<file path="src/rtl/bch_pkg.sv">
// Shared types, default parameters and the unrolled LFSR step for the
// streaming BCH encoder.
package bch_pkg;

    // Default code geometry.
    localparam int BCH_K = 64;
    localparam int BCH_W = 16;
    localparam int BCH_P = 14;
    localparam logic [BCH_P-1:0] BCH_GEN_POLY = 14'h0001;

    // Derived beat counts for the default geometry.
    localparam int BCH_D_BEATS = BCH_K / BCH_W;
    localparam int BCH_P_BEATS = (BCH_P + BCH_W - 1) / BCH_W;

    // Widest remainder / beat the step function is built to handle.
    localparam int BCH_MAX_P = 64;
    localparam int BCH_MAX_W = 256;

    typedef enum logic [0:0] {
        ST_DATA   = 1'b0,
        ST_PARITY = 1'b1
    } bch_state_e;

    // Advance the remainder by w message bits, MSB of din[w-1:0] first.
    // p, w and poly are elaboration constants at every call site, so the
    // loop unrolls into a pure XOR network.
    function automatic logic [BCH_MAX_P-1:0] bch_lfsr_step(
        input logic [BCH_MAX_P-1:0] rem,
        input logic [BCH_MAX_W-1:0] din,
        input int                   p,
        input int                   w,
        input logic [BCH_MAX_P-1:0] poly
    );
        logic [BCH_MAX_P-1:0] r;
        logic [BCH_MAX_P-1:0] mask;
        logic                 fb;
        r    = rem;
        mask = '0;
        fb   = 1'b0;
        for (int i = 0; i < BCH_MAX_P; i++) begin
            if (i < p) begin
                mask[i] = 1'b1;
            end else begin
                mask[i] = 1'b0;
            end
        end
        for (int i = 0; i < BCH_MAX_W; i++) begin
            if (i < w) begin
                fb = r[p-1] ^ din[w-1-i];
                r  = ((r << 1) & mask) ^ (fb ? (poly & mask) : '0);
            end else begin
                r  = r;
            end
        end
        return r;
    endfunction

endpackage

</file>
<file path="src/rtl/bch_rem_reg.sv">
// P-bit remainder register of the encoder LFSR; clear has priority over load.
module bch_rem_reg #(
    parameter int P = 14
) (
    input  logic         clk,
    input  logic         reset_n,
    input  logic         clr_i,
    input  logic         load_i,
    input  logic [P-1:0] rem_d_i,
    output logic [P-1:0] rem_o
);

    logic [P-1:0] rem_q;

    // Remainder state: async reset, sync clear, otherwise load or hold.
    always_ff @(posedge clk or negedge reset_n) begin
        if (!reset_n) begin
            rem_q <= '0;
        end else if (clr_i) begin
            rem_q <= '0;
        end else if (load_i) begin
            rem_q <= rem_d_i;
        end else begin
            rem_q <= rem_q;
        end
    end

    assign rem_o = rem_q;

endmodule

</file>
<file path="src/rtl/bch_stream_enc.sv">
// Streaming systematic BCH encoder: echoes K/W message beats, then emits
// ceil(P/W) left-aligned parity beats through a single registered output slot.
module bch_stream_enc
    import bch_pkg::*;
#(
    parameter int           K        = BCH_K,
    parameter int           W        = BCH_W,
    parameter int           P        = BCH_P,
    parameter logic [P-1:0] GEN_POLY = BCH_GEN_POLY
) (
    input  logic         clk,
    input  logic         reset_n,
    input  logic         clr,
    input  logic         s_valid,
    output logic         s_ready,
    input  logic [W-1:0] s_data,
    output logic         m_valid,
    input  logic         m_ready,
    output logic [W-1:0] m_data,
    output logic         m_parity,
    output logic         m_last
);

    localparam int D_BEATS = K / W;
    localparam int P_BEATS = (P + W - 1) / W;
    localparam int T_BEATS = D_BEATS + P_BEATS;
    localparam int BCNT_W  = $clog2(T_BEATS);
    localparam int PAD_W   = P_BEATS * W;

    // Reject geometries the datapath cannot represent.
    if ((W < 1) || (W > K) || ((K % W) != 0) || (P < 1) ||
        (P > BCH_MAX_P) || (W > BCH_MAX_W)) begin : g_bad_geometry
        $error("bch_stream_enc: unsupported K/W/P combination");
    end

    bch_state_e         state_q, state_d;
    logic [BCNT_W-1:0]  cnt_q, cnt_d;
    logic               m_valid_q, m_valid_d;
    logic [W-1:0]       m_data_q, m_data_d;
    logic               m_parity_q, m_parity_d;
    logic               m_last_q, m_last_d;

    logic [P-1:0]       rem_s;
    logic [P-1:0]       rem_step_s;
    logic               rem_clr_s;
    logic               rem_load_s;
    logic               slot_free_s;
    logic               s_ready_s;
    int                 par_idx_s;
    logic [PAD_W-1:0]   par_pad_s;
    logic [W-1:0]       par_beat_s;

    bch_rem_reg #(
        .P (P)
    ) u_rem (
        .clk     (clk),
        .reset_n (reset_n),
        .clr_i   (rem_clr_s),
        .load_i  (rem_load_s),
        .rem_d_i (rem_step_s),
        .rem_o   (rem_s)
    );

    // Remainder after absorbing the current input beat, and the parity beat
    // selected by the counter (remainder left-aligned, zero-filled LSBs).
    always_comb begin
        rem_step_s = P'(bch_lfsr_step(BCH_MAX_P'(rem_s), BCH_MAX_W'(s_data),
                                      P, W, BCH_MAX_P'(GEN_POLY)));
        par_idx_s  = int'(cnt_q) - D_BEATS;
        par_pad_s  = PAD_W'(rem_s) << (PAD_W - P);
        par_beat_s = W'(par_pad_s >> (W * (P_BEATS - 1 - par_idx_s)));
    end

    // Next-state, counter, output slot and remainder controls.
    always_comb begin
        state_d     = state_q;
        cnt_d       = cnt_q;
        m_valid_d   = m_valid_q;
        m_data_d    = m_data_q;
        m_parity_d  = m_parity_q;
        m_last_d    = m_last_q;
        rem_clr_s   = 1'b0;
        rem_load_s  = 1'b0;
        s_ready_s   = 1'b0;
        slot_free_s = !m_valid_q || m_ready;

        if (clr) begin
            // Abort: drop any pending beat and restart the codeword.
            state_d    = ST_DATA;
            cnt_d      = '0;
            m_valid_d  = 1'b0;
            m_parity_d = 1'b0;
            m_last_d   = 1'b0;
            rem_clr_s  = 1'b1;
        end else begin
            // A consumed beat leaves the slot empty unless refilled below.
            if (slot_free_s) begin
                m_valid_d = 1'b0;
            end else begin
                m_valid_d = m_valid_q;
            end
            case (state_q)
                ST_DATA: begin
                    s_ready_s = slot_free_s;
                    if (s_valid && slot_free_s) begin
                        m_valid_d  = 1'b1;
                        m_data_d   = s_data;
                        m_parity_d = 1'b0;
                        m_last_d   = 1'b0;
                        rem_load_s = 1'b1;
                        cnt_d      = cnt_q + BCNT_W'(1);
                        if (cnt_q == BCNT_W'(D_BEATS - 1)) begin
                            state_d = ST_PARITY;
                        end else begin
                            state_d = ST_DATA;
                        end
                    end else begin
                        state_d = ST_DATA;
                    end
                end
                ST_PARITY: begin
                    s_ready_s = 1'b0;
                    if (slot_free_s) begin
                        m_valid_d  = 1'b1;
                        m_data_d   = par_beat_s;
                        m_parity_d = 1'b1;
                        if (cnt_q == BCNT_W'(T_BEATS - 1)) begin
                            m_last_d  = 1'b1;
                            cnt_d     = '0;
                            rem_clr_s = 1'b1;
                            state_d   = ST_DATA;
                        end else begin
                            m_last_d  = 1'b0;
                            cnt_d     = cnt_q + BCNT_W'(1);
                            state_d   = ST_PARITY;
                        end
                    end else begin
                        state_d = ST_PARITY;
                    end
                end
                default: begin
                    state_d   = ST_DATA;
                    cnt_d     = '0;
                    m_valid_d = 1'b0;
                    rem_clr_s = 1'b1;
                end
            endcase
        end
    end

    // State, beat counter and registered output slot.
    always_ff @(posedge clk or negedge reset_n) begin
        if (!reset_n) begin
            state_q    <= ST_DATA;
            cnt_q      <= '0;
            m_valid_q  <= 1'b0;
            m_data_q   <= '0;
            m_parity_q <= 1'b0;
            m_last_q   <= 1'b0;
        end else begin
            state_q    <= state_d;
            cnt_q      <= cnt_d;
            m_valid_q  <= m_valid_d;
            m_data_q   <= m_data_d;
            m_parity_q <= m_parity_d;
            m_last_q   <= m_last_d;
        end
    end

    assign s_ready  = s_ready_s;
    assign m_valid  = m_valid_q;
    assign m_data   = m_data_q;
    assign m_parity = m_parity_q;
    assign m_last   = m_last_q;

endmodule

</file>
<file path="config.mk">
export PLATFORM = sky130hd
export DESIGN_NAME = bch_stream_enc
export DESIGN_NICKNAME = d
export VERILOG_FILES = /design/src/rtl/bch_pkg.sv /design/src/rtl/bch_rem_reg.sv /design/src/rtl/bch_stream_enc.sv
export SDC_FILE = /design/constraint.sdc
export NUM_CORES = 1
export LEC_CHECK = 0
export BUFFER_PORTS_ARGS = -buffer_cell sky130_fd_sc_hd__buf_2
export CORE_ASPECT_RATIO = 1.4
export CORE_MARGIN = 10
export CORE_UTILIZATION = 40
export DETAILED_ROUTE_END_ITERATION = 12
export GPL_ROUTABILITY_DRIVEN = 0
export GPL_TIMING_DRIVEN = 0
export SETUP_SLACK_MARGIN = 0.4
export SLEW_MARGIN = 5
export SYNTH_ARGS = -nofsm -noshare
export SYNTH_HDL_FRONTEND = slang
export SYNTH_HIERARCHICAL = 1
export SYNTH_SLANG_ARGS = --single-unit
</file>
<file path="constraint.sdc">
create_clock -name clk -period 5 [get_ports clk]
set_input_delay 0.25 -clock clk [delete_from_list [all_inputs] [get_ports clk]]
set_output_delay 0.25 -clock clk [all_outputs]
set_load 0.1 [all_outputs]
</file>
==> flow_summary_export.csv, run 1 <==
group,metric,value,unit
drt,via_per_inst,5.10,
floorplan,io_pins,41,
global_route,grt_usage,0.127,
cts,clock_path_buffers,2,
cts,post_cts_buffers,0,
global_route,grt_max_degree,38,
drt,dr.pass1.iters,4,
cts,cts_root_buf,"clkbuf_8",
floorplan,fp.dieH,106,um
synthesis,synth_cells,204,
global_route,gr-total-overflow,0,
sta,rsz0062_at_grt,"false",
setup_path,critical_path_buf_inv_count,2,
floorplan,die_x,81.7,um
synthesis,ys_ff_latch,37,
power,leakage,1.15,nW
cts,cts_tree,"done",
cts,cts.repair.resized,0,
setup_path,cp_slowest_cell,"clkbuf_1",
setup_path,critical_path_class,"flop to flop",
sta,report.final.setup_viol,0,
sta,tightest_slew,896,ps
final_layout,final_cell_mix,"buf_2, dfrtp_1, inv_1",
floorplan,dieArea,0.00869,mm^2
final_layout,nFillCells,519,
drt,postRouteAntennaNets,0,
sta,period_minus_slack,2100,ps
final_layout,drive_gt1_frac,0.303,
floorplan,initial_utilization,0.413,
sta,setup_tns,0,ps
final_layout,final_common_cell,"buf_2",
worst_hold_path,hold_path_class,"input pin to async pin",
drt,route.detailed.drc,0,
drt,wl_per_cell,16.7,um
drt,vias,1617,
sta,hold_viol_final,0,
setup_path,endpoint_kind,"flop",
final_layout,diodes,0,
setup_path,startpoint,"cnt_q[0]",
floorplan,rows,31,
cts,cts_max_level,2,
final_layout,utilization,0.487,
setup_path,crit_cells,7,
synthesis,synthDistinctLibCells,32,
placed_design,dp_hpwl,3.87,mm
setup_path,cp_data_required_time,5160,ps
drt,drtIter0Drc,92,
run_status,status,"finished clean",
cts,clk_latency,290,ps
setup_path,crit_top_cell,"ha_1",
final_layout,area_growth,17.8,%
sta,clock_skew,4.30,ps
job,maxCapViolCount,0,
sta,fmax,477,MHz
placed_design,portBuffers,39,
synthesis,yosysSeqAreaShare,0.435,
setup_path,timing.rr.start,"cnt_q[0]",
setup_path,worst_ep_arrival_time,2260,ps
sta,maxSlewHeadroom,0.403,
floorplan,core,0.00516,mm^2
synthesis,syn-mean-instance-area,10.4,um^2
synthesis,yosys_warnings,6,
cts,clock_sinks,37,
cts,clk_pin_slew,80,ps
sta,slew_violations,0,
cts,cts_buffers,5,
global_route,grt_pass1_wl,8.68,mm
synthesis,syn_nets,230,
setup_path,crit_chain,"inv_1 > ha_1 > ha_1 > nand2_1 > o21bai_1 > clkbuf_1 > nor2_1",
setup_path,r2r_cells,7,
synthesis,syn-cell-area,0.00213,mm^2
sta,whs,71.8,ps
drt,wl,5.29,mm
setup_path,startpoint_type,"flop",
setup_path,cp_max_fo,10,
power,p_per_area,360,mW/mm^2
setup_path,cp_top_family,"buffers and inverters",
final_layout,final_cell_count_no_fill,317,
final_layout,final_nets,276,
placed_design,place_inst,309,
global_route,antenna_found_initial,0,
global_route,grt_pass1_vias,1797,
cts,ctsHoldBuffers,0,
power,max-vdd-ir-drop,169,uV
setup_path,critPathMaxStageDelay,460,ps
sta,fin_crit_sh,0.419,
cell type report:
type | count | area (um^2) | share of cell area
buffer | 17 | 135 | 0.0538
clock buffer | 7 | 96.3 | 0.0384
clock inverter | 1 | 5.00 | 0.00199
inverter | 18 | 67.6 | 0.0269
multi-input combinational | 132 | 1000 | 0.399
sequential | 37 | 926 | 0.369
tap | 66 | 82.6 | 0.0329
timing repair buffer | 39 | 195 | 0.0778
synth_stat cells:
master     n  share of area
a21oi_1   17          0.040
a22o_1     3          0.012
a31oi_1    1         0.0029
a32o_1     1         0.0047
a32o_2     1         0.0053
and2_1     1         0.0029
buf_12     2          0.019
buf_2      7          0.016
buf_4      2         0.0070
buf_6      3          0.016
clkbuf_1   3         0.0053
dfrtp_1   37           0.43
ha_1       5          0.029
inv_1     18          0.032
mux2_1     1         0.0053
mux2_2     1         0.0053
mux2i_1   14          0.066
nand2_1   15          0.026
nand2b_1   3         0.0088
nor2_1    16          0.028
nor2_2     1         0.0029
nor2b_1    3         0.0088
nor3_2     1         0.0047
nor3b_1    1         0.0035
nor4_1     4          0.012
nor4_2    10          0.059
o21ba_2    1         0.0047
o21bai_1   1         0.0035
o32a_1    14          0.066
or2_1      1         0.0029
xnor2_1    4          0.016
xor2_1    12          0.049
sequential cells by signal, indices dropped and copies added, names as in the netlist:
register,count
m_data,16
u_rem/rem_o,14
cnt_q,3
m_last,1
m_parity,1
m_valid,1
state_q,1
where the power goes:
group	total (mW)	internal (mW)	switching, mW
clock	0.237	0.125	0.112
sequential	0.347	0.328	0.0187
combinational	0.319	0.0751	0.244
worst paths after layout:
kind,to,slack (ps)
max,u_rem/rem_o[9],2900
min,m_data[5],70
max reg2reg,u_rem/rem_o[9],2900
min reg2reg,m_data[1],490
max in group asynchronous,u_rem/rem_o[0],4360
min in group clk,m_valid,160
routing by layer:
metal  part of all wire  track usage  wire [um]
met1               0.44        0.148       2320
met5                  0            0          0
met4              0.016       0.0488         85
met3              0.045       0.0320        237
met2               0.50        0.215       2650
through the flow:
step | setup WS [ps] | total power, mW | cell area [um^2]
final | 2900 | 0.903 | 2510
after global routing | 2720 | 0.944 | 2510
after CTS | 2880 | 0.916 | 2510
after detailed placement | 2920 | 0.676 | 2410
after global placement | 2900 | 0.673 | 2410
after floorplan | 2140 | 0.608 | 2130
logic make-up after synthesis:
| logic type | share of synthesized area |
|---|---|
| buf+inv | 0.0951 |
| xor+xnor | 0.0658 |
| compound gates | 0.139 |
| flops | 0.435 |
| fa+ha+maj | 0.0294 |
| simple gates | 0.160 |
| mux | 0.0763 |
Note: power is estimated with default switching activity, not from simulation.
==> run 2, diff against run 1 <==
clock period = 2.1 ns   (was 5 ns; I/O delays follow)
==> run 2 against run 1 <==
Effect of this change:
- clock power increased to 2.7 times the previous value
- sequential power increased by 140%
- global-route usage increased by 0.66 points
- clock-buffer cell count unchanged
- non-clock buffer count increased by 18
- hold slack improved by 62 ps
- setup slack got worse by 2500 ps
- sequential cell count unchanged
- final cell count increased by 5.7%
- first-iteration DRC count decreased by 27%
- highest routed layer unchanged
==> flow_summary_export.csv, run 2 (synthesis gave the netlist of run 1 again) <==
group,metric,value,unit
final_layout,area_growth,37.5,%
drt,wl_per_cell,17.6,um
cts,clk_latency,290,ps
setup_path,endpoint_kind,"flop",
placed_design,portBuffers,39,
floorplan,dieArea,0.00869,mm^2
setup_path,timing.rr.start,"cnt_q[0]",
power,max-vdd-ir-drop,454,uV
worst_hold_path,worstHoldPathCells,3,
cts,cts_tree,"done",
drt,via_per_inst,5.16,
final_layout,drive_gt1_frac,0.383,
placed_design,dp_hpwl,3.91,mm
floorplan,io_pins,41,
final_layout,finish.instance_area,0.00293,mm^2
floorplan,initial_utilization,0.413,
drt,vias,1728,
cts,clock_path_buffers,2,
global_route,grt_max_degree,38,
cts,clk_pin_slew,80,ps
setup_path,cp_data_required_time,2330,ps
global_route,grt_pass1_vias,1768,
global_route,antenna_found_initial,0,
drt,postRouteAntennaNets,0,
floorplan,die_x,81.7,um
sta,setup_tns,0,ps
setup_path,critical_path_class,"flop to flop",
power,leakage,1.30,nW
power,p_per_area,809,mW/mm^2
placed_design,place_ws,-8.19,ps
setup_path,worst_ep_arrival_time,1940,ps
final_layout,multi_input_area,0.00115,mm^2
setup_path,startpoint_type,"flop",
sta,fin_crit_sh,0.815,
run_status,status,"finished clean",
drt,route.detailed.drc,0,
setup_path,r2r_slack,390,ps
sta,maxSlewHeadroom,0.409,
setup_path,critPathMaxStageDelay,390,ps
sta,tightest_slew,887,ps
floorplan,rows,31,
worst_hold_path,min_to,"m_valid",
setup_path,r2r_end,"m_data[7]",
final_layout,diodes,0,
power,totalPowerFinal,2.37,mW
placed_design,placed_area,0.00244,mm^2
final_layout,nFillCells,462,
final_layout,largest_reg_flops,16,
sta,hold_viol_final,0,
final_layout,final_cell_mix,"buf_2, dfrtp_1, inv_1, a21oi_1",
sta,report.final.setup_viol,0,
cts,cts_root_buf,"clkbuf_8",
cts,cts_buffers,5,
final_layout,final_common_cell,"buf_2",
floorplan,core,0.00516,mm^2
setup_path,r2r_cells,9,
sta,fmax,584,MHz
floorplan,fp.dieH,106,um
setup_path,cp_max_fo,6,
job,maxCapViolCount,0,
final_layout,seq_area,930,um^2
drt,dr.pass1.iters,4,
worst_hold_path,hold_path_class,"input pin to flop",
setup_path,crit_chain,"inv_1 > ha_2 > inv_2 > ha_4 > or2_1 > buf_6 > clkbuf_16 > nor4_4 > o32a_1",
drt,drtIter0Drc,67,
sta,rsz0062_at_grt,"true",
sta,finalWorstSetupSlack,389,ps
sta,period_minus_slack,1710,ps
cts,cts_max_level,2,
global_route,grt_pass1_wl,8.94,mm
worst_hold_path,hold_start,"m_ready",
sta,slew_violations,0,
setup_path,cp_slowest_cell,"dfrtp_1",
drt,wl,5.88,mm
cts,clock_sinks,37,
final_layout,utilization,0.568,
global_route,grt_usage,0.133,
final_layout,final_nets,294,
global_route,gr-total-overflow,0,
sta,clock_skew,5.36,ps
==> run 2: worst max-delay path: cells and delay by family, from the launching register on <==
family | cells | cell delay [ps]
AND/OR/NAND/NOR | 2 | 370
AO/OA/AOI/OAI | 1 | 160
buffers and inverters | 4 | 410
flip-flops | 1 | 390
adder cells (fa/ha/maj) | 2 | 320
==> run 2: how the worst max path moves through the flow <==
| stage | startpoint | to | slack (ps) | cells past startpoint |
|---|---|---|---|---|
| after floorplan | m_valid | u_rem/rem_o[2] | 260 | 9 |
| after global placement | state_q | u_rem/rem_o[9] | -60 | 6 |
| after detailed placement | state_q | u_rem/rem_o[5] | -8 | 6 |
| after CTS | m_valid | u_rem/rem_o[1] | 360 | 9 |
| after global routing | cnt_q[0] | m_data[15] | 280 | 8 |
| final | cnt_q[0] | m_data[7] | 390 | 9 |
==> run 2: area by class of cell <==
type / instances / share of cell area
well taps: 66 / 0.0282
clock inverters: 1 / 0.0102
repair buffers: 57 / 0.141
inverters: 18 / 0.0231
flip-flops and latches: 37 / 0.317
clock buffers: 7 / 0.0295
plain buffers: 17 / 0.0568
multi-input cells: 132 / 0.394
==> run 2: metrics by stage <==
step	hold WS [ps]	cells
finish	133	335
global route	145	335
CTS	104	324
detailed placement	275	309
global placement	277	309
floorplan	-191	204
==> run 2: where the power goes <==
group	total, mW	switching, mW	internal, mW	leakage [nW]
Clock	0.651	0.264	0.387	0.0585
Combinational	0.891	0.632	0.258	0.777
Sequential	0.827	0.0446	0.783	0.462
==> run 2: routing by layer <==
metal,part of all wire,global-route usage,vias to the layer above
met5,0,0,-
met4,0.019,0.0451,0
met3,0.045,0.0405,9
met2,0.51,0.228,40
met1,0.42,0.152,839
li1,-,-,840
==> run 2: timing repair <==
item | 4_1_cts | 5_1_grt
hold buffers | 2 | 0
hold endpoints to repair | 38 | 0
pin swaps | 10 | 23
buffers inserted | 4 | 9
cloned | 1 | 2
endpoints found under the setup margin | 24 | 30
resized for setup | 11 | 25
==> run 3, diff against run 2 <==
ABC_AREA = 1   (was unset)
clock period = 1.6 ns   (was 2.1 ns; I/O delays follow)
==> run 3 against run 2 <==
Effect of this change:
- the run now ends with negative setup slack left
- hold slack worse by 72 ps
- die area up 4.0%
- design area up 11%
- area after synthesis up 5.2%
- core utilization up 2.3 points
- sequential power up 31%
- global-route usage down 0.51 points
- routed wire length up 5.0%
- largest cell class unchanged
- power up 23%
- clock power up 0.6%
==> flow_summary_export.csv, run 3 <==
group,metric,value,unit
cts,clk_latency,290,ps
power,leakage,1.71,nW
global_route,grt_usage,0.128,
final_layout,area_growth,44.7,%
placed_design,dp_hpwl,3.94,mm
cts,cts_buffers,5,
placed_design,portBuffers,40,
synthesis,yosysSeqAreaShare,0.413,
floorplan,dieArea,0.00904,mm^2
final_layout,final_common_cell,"inv_1",
setup_path,endpoint_kind,"flop",
floorplan,io_pins,41,
synthesis,syn_nets,320,
drt,drtIter0Drc,54,
cts,cts_max_level,2,
cts,clock_path_buffers,2,
floorplan,core,0.00549,mm^2
global_route,grt_pass1_wl,9.53,mm
synthesis,syn-cell-area,0.00224,mm^2
power,p_per_area,902,mW/mm^2
global_route,gr-total-overflow,0,
floorplan,rows,32,
final_layout,largest_reg_flops,16,
drt,wl_per_cell,14.0,um
run_status,status,"finished with violations",
global_route,grt_pass1_vias,2049,
cts,clk_pin_slew,80,ps
cts,clock_sinks,37,
setup_path,worst_ep_arrival_time,1900,ps
synthesis,async_flop_share,1.00,
global_route,antenna_found_initial,0,
job,maxCapViolCount,0,
final_layout,diodes,0,
worst_hold_path,worstHoldPathCells,2,
worst_hold_path,hold_path_class,"input pin to flop",
final_layout,final_cell_count_no_fill,440,
sta,setup_tns,-1260,ps
drt,dr.pass1.iters,4,
synthesis,ys_ff_latch,37,
final_layout,nFillCells,490,
setup_path,cp_slowest_cell,"dfrtp_1",
floorplan,initial_utilization,0.409,
sta,finalWorstSetupSlack,-66.5,ps
final_layout,drive_gt1_frac,0.430,
synthesis,synth_top_area_frac,0.413,
global_route,grt_max_degree,38,
synthesis,synth_area_leader_cell,"dfrtp_1",
drt,route.detailed.drc,0,
setup_path,crit_chain,"inv_2 > ha_4 > buf_4 > buf_6 > ha_4 > nand2_4 > o21ai_4 > nor2_4 > buf_6 > nand2_2 > nand2_1",
synthesis,synth_edf_count,0,
synthesis,synth_ff_type,"dfrtp_1",
sta,clock_skew,5.36,ps
sta,hold_viol_final,0,
run_status,violations,"negative setup slack",
sta,report.final.setup_viol,28,
drt,via_per_inst,4.57,
setup_path,critical_path_class,"flop to flop",
sta,fmax,600,MHz
sta,rsz0062_at_grt,"true",
sta,fin_crit_sh,1.04,
placed_design,placed_area,0.00261,mm^2
final_layout,multi_input_area,0.00124,mm^2
drt,postRouteAntennaNets,0,
sta,slew_violations,0,
synthesis,synth.area.top_cells,"dfrtp_1, inv_1, nand2_1",
cts,cts_tree,"done",
drt,vias,2011,
final_layout,final_nets,397,
sta,tightest_slew,538,ps
sta,maxSlewHeadroom,0.641,
power,max-vdd-ir-drop,664,uV
setup_path,critical_path_buf_inv_count,4,
final_layout,finish.instance_area,0.00324,mm^2
setup_path,cp_top_family,"buffers and inverters",
placed_design,place_inst,402,
synthesis,synthDistinctLibCells,28,
setup_path,cp_max_fo,5,
cts,cts_root_buf,"clkbuf_8",
drt,wl,6.18,mm
setup_path,startpoint_type,"flop",
synthesis,syn-mean-instance-area,7.62,um^2
synthesis,synth_cells,294,
synthesis,synth.most_common_cell,"inv_1",
sta,period_minus_slack,1670,ps
floorplan,die_x,83.3,um
final_layout,final_cell_mix,"inv_1, nand2_1, buf_2",
synthesis,yosys_warnings,6,
synthesis,synth_commonest_cells,"inv_1, nand2_1, dfrtp_1",
setup_path,cp_data_required_time,1830,ps
setup_path,crit_cells,11,
floorplan,fp.dieH,109,um
setup_path,r2r_cells,11,
setup_path,critPathMaxStageDelay,370,ps
final_layout,seq_area,930,um^2
-- run 3: cell types whose count changed after synthesis, moves of 5 or more --
| cell | change |
|---|---|
| nor2_2 | +9 |
| nand2_1 | +33 |
| o21ai_1 | +5 |
| inv_1 | +44 |
| mux2i_1 | -14 |
| o32a_1 | -14 |
| nor2_1 | +17 |
| nor4_2 | -10 |
| buf_2 | -5 |
| nand3_1 | +31 |
-- run 3: repair_timing --
action                     CTS  global route
setup endpoints to repair   38            38
hold endpoints to repair    37             0
setup buffers               16             9
gates resized for setup     38            43
hold buffers                 1             0
cloned                       3             1
pin swaps                    7            12
-- run 3: path summary, 6_finish.rpt --
path / start / to / slack [ps]
max: cnt_q[0] / u_rem/rem_o[9] / -70
min: clr / m_valid / 60
max reg2reg: cnt_q[0] / u_rem/rem_o[9] / -70
min reg2reg: m_data[0] / m_data[0] / 500
max in group asynchronous: reset_n / m_valid / 860
min in group asynchronous: reset_n / m_data[7] / 340
-- run 3: stage by stage --
step	worst slack (ps)	util	hold WS (ps)	power, mW
5_1_grt	-151	0.591	71.3	3.06
3_5_place_dp	-165	0.475	253	2.10
6_report	-66.5	0.591	60.9	2.92
4_1_cts	-23.4	0.547	41.5	2.86
3_3_place_gp	-127	0.475	259	2.09
2_1_floorplan	3.17	-	-216	1.90
-- run 3: cell type report --
cell class	count	area share
buffer	11	0.0401
clock buffer	8	0.0247
tap	68	0.0262
timing repair buffer	70	0.161
sequential	37	0.287
inverter	66	0.0795
multi-input combinational	180	0.381
-- run 3: power by group --
part,switching (mW),internal [mW],leakage (nW),total (mW)
logic,0.851,0.335,1.21,1.19
clock network,0.345,0.310,0.0395,0.655
registers,0.0577,1.03,0.462,1.08
total,1.25,1.67,1.71,2.92
-- run 3: cell families after synthesis --
| group | count (synthesis) | synth area share |
|---|---|---|
| and+or+nand+nor | 134 | 0.281 |
| buffers and inverters | 77 | 0.156 |
| DFF | 37 | 0.413 |
| AOI/OAI and AO/OA | 25 | 0.0586 |
| xor gates and xnor gates | 16 | 0.0625 |
| adders and majority gates | 5 | 0.0279 |
-- run 3: metal layers --
layer,global-route usage,part of all wire,vias up
li1,-,-,1036
met5,0,0,-
met2,0.232,0.54,31
met4,0.0476,0.014,0
met3,0.0309,0.029,5
met1,0.142,0.42,939
-- run 3: worst register-to-register path, stage by stage, from the launching register on --
cell and delay [ps]:
dfrtp_1 370, inv_2 60, ha_4 160, buf_4 130, buf_6 110, ha_4 150, nand2_4 80, o21ai_4 90
nor2_4 200, buf_6 160, nand2_2 50, nand2_1 60
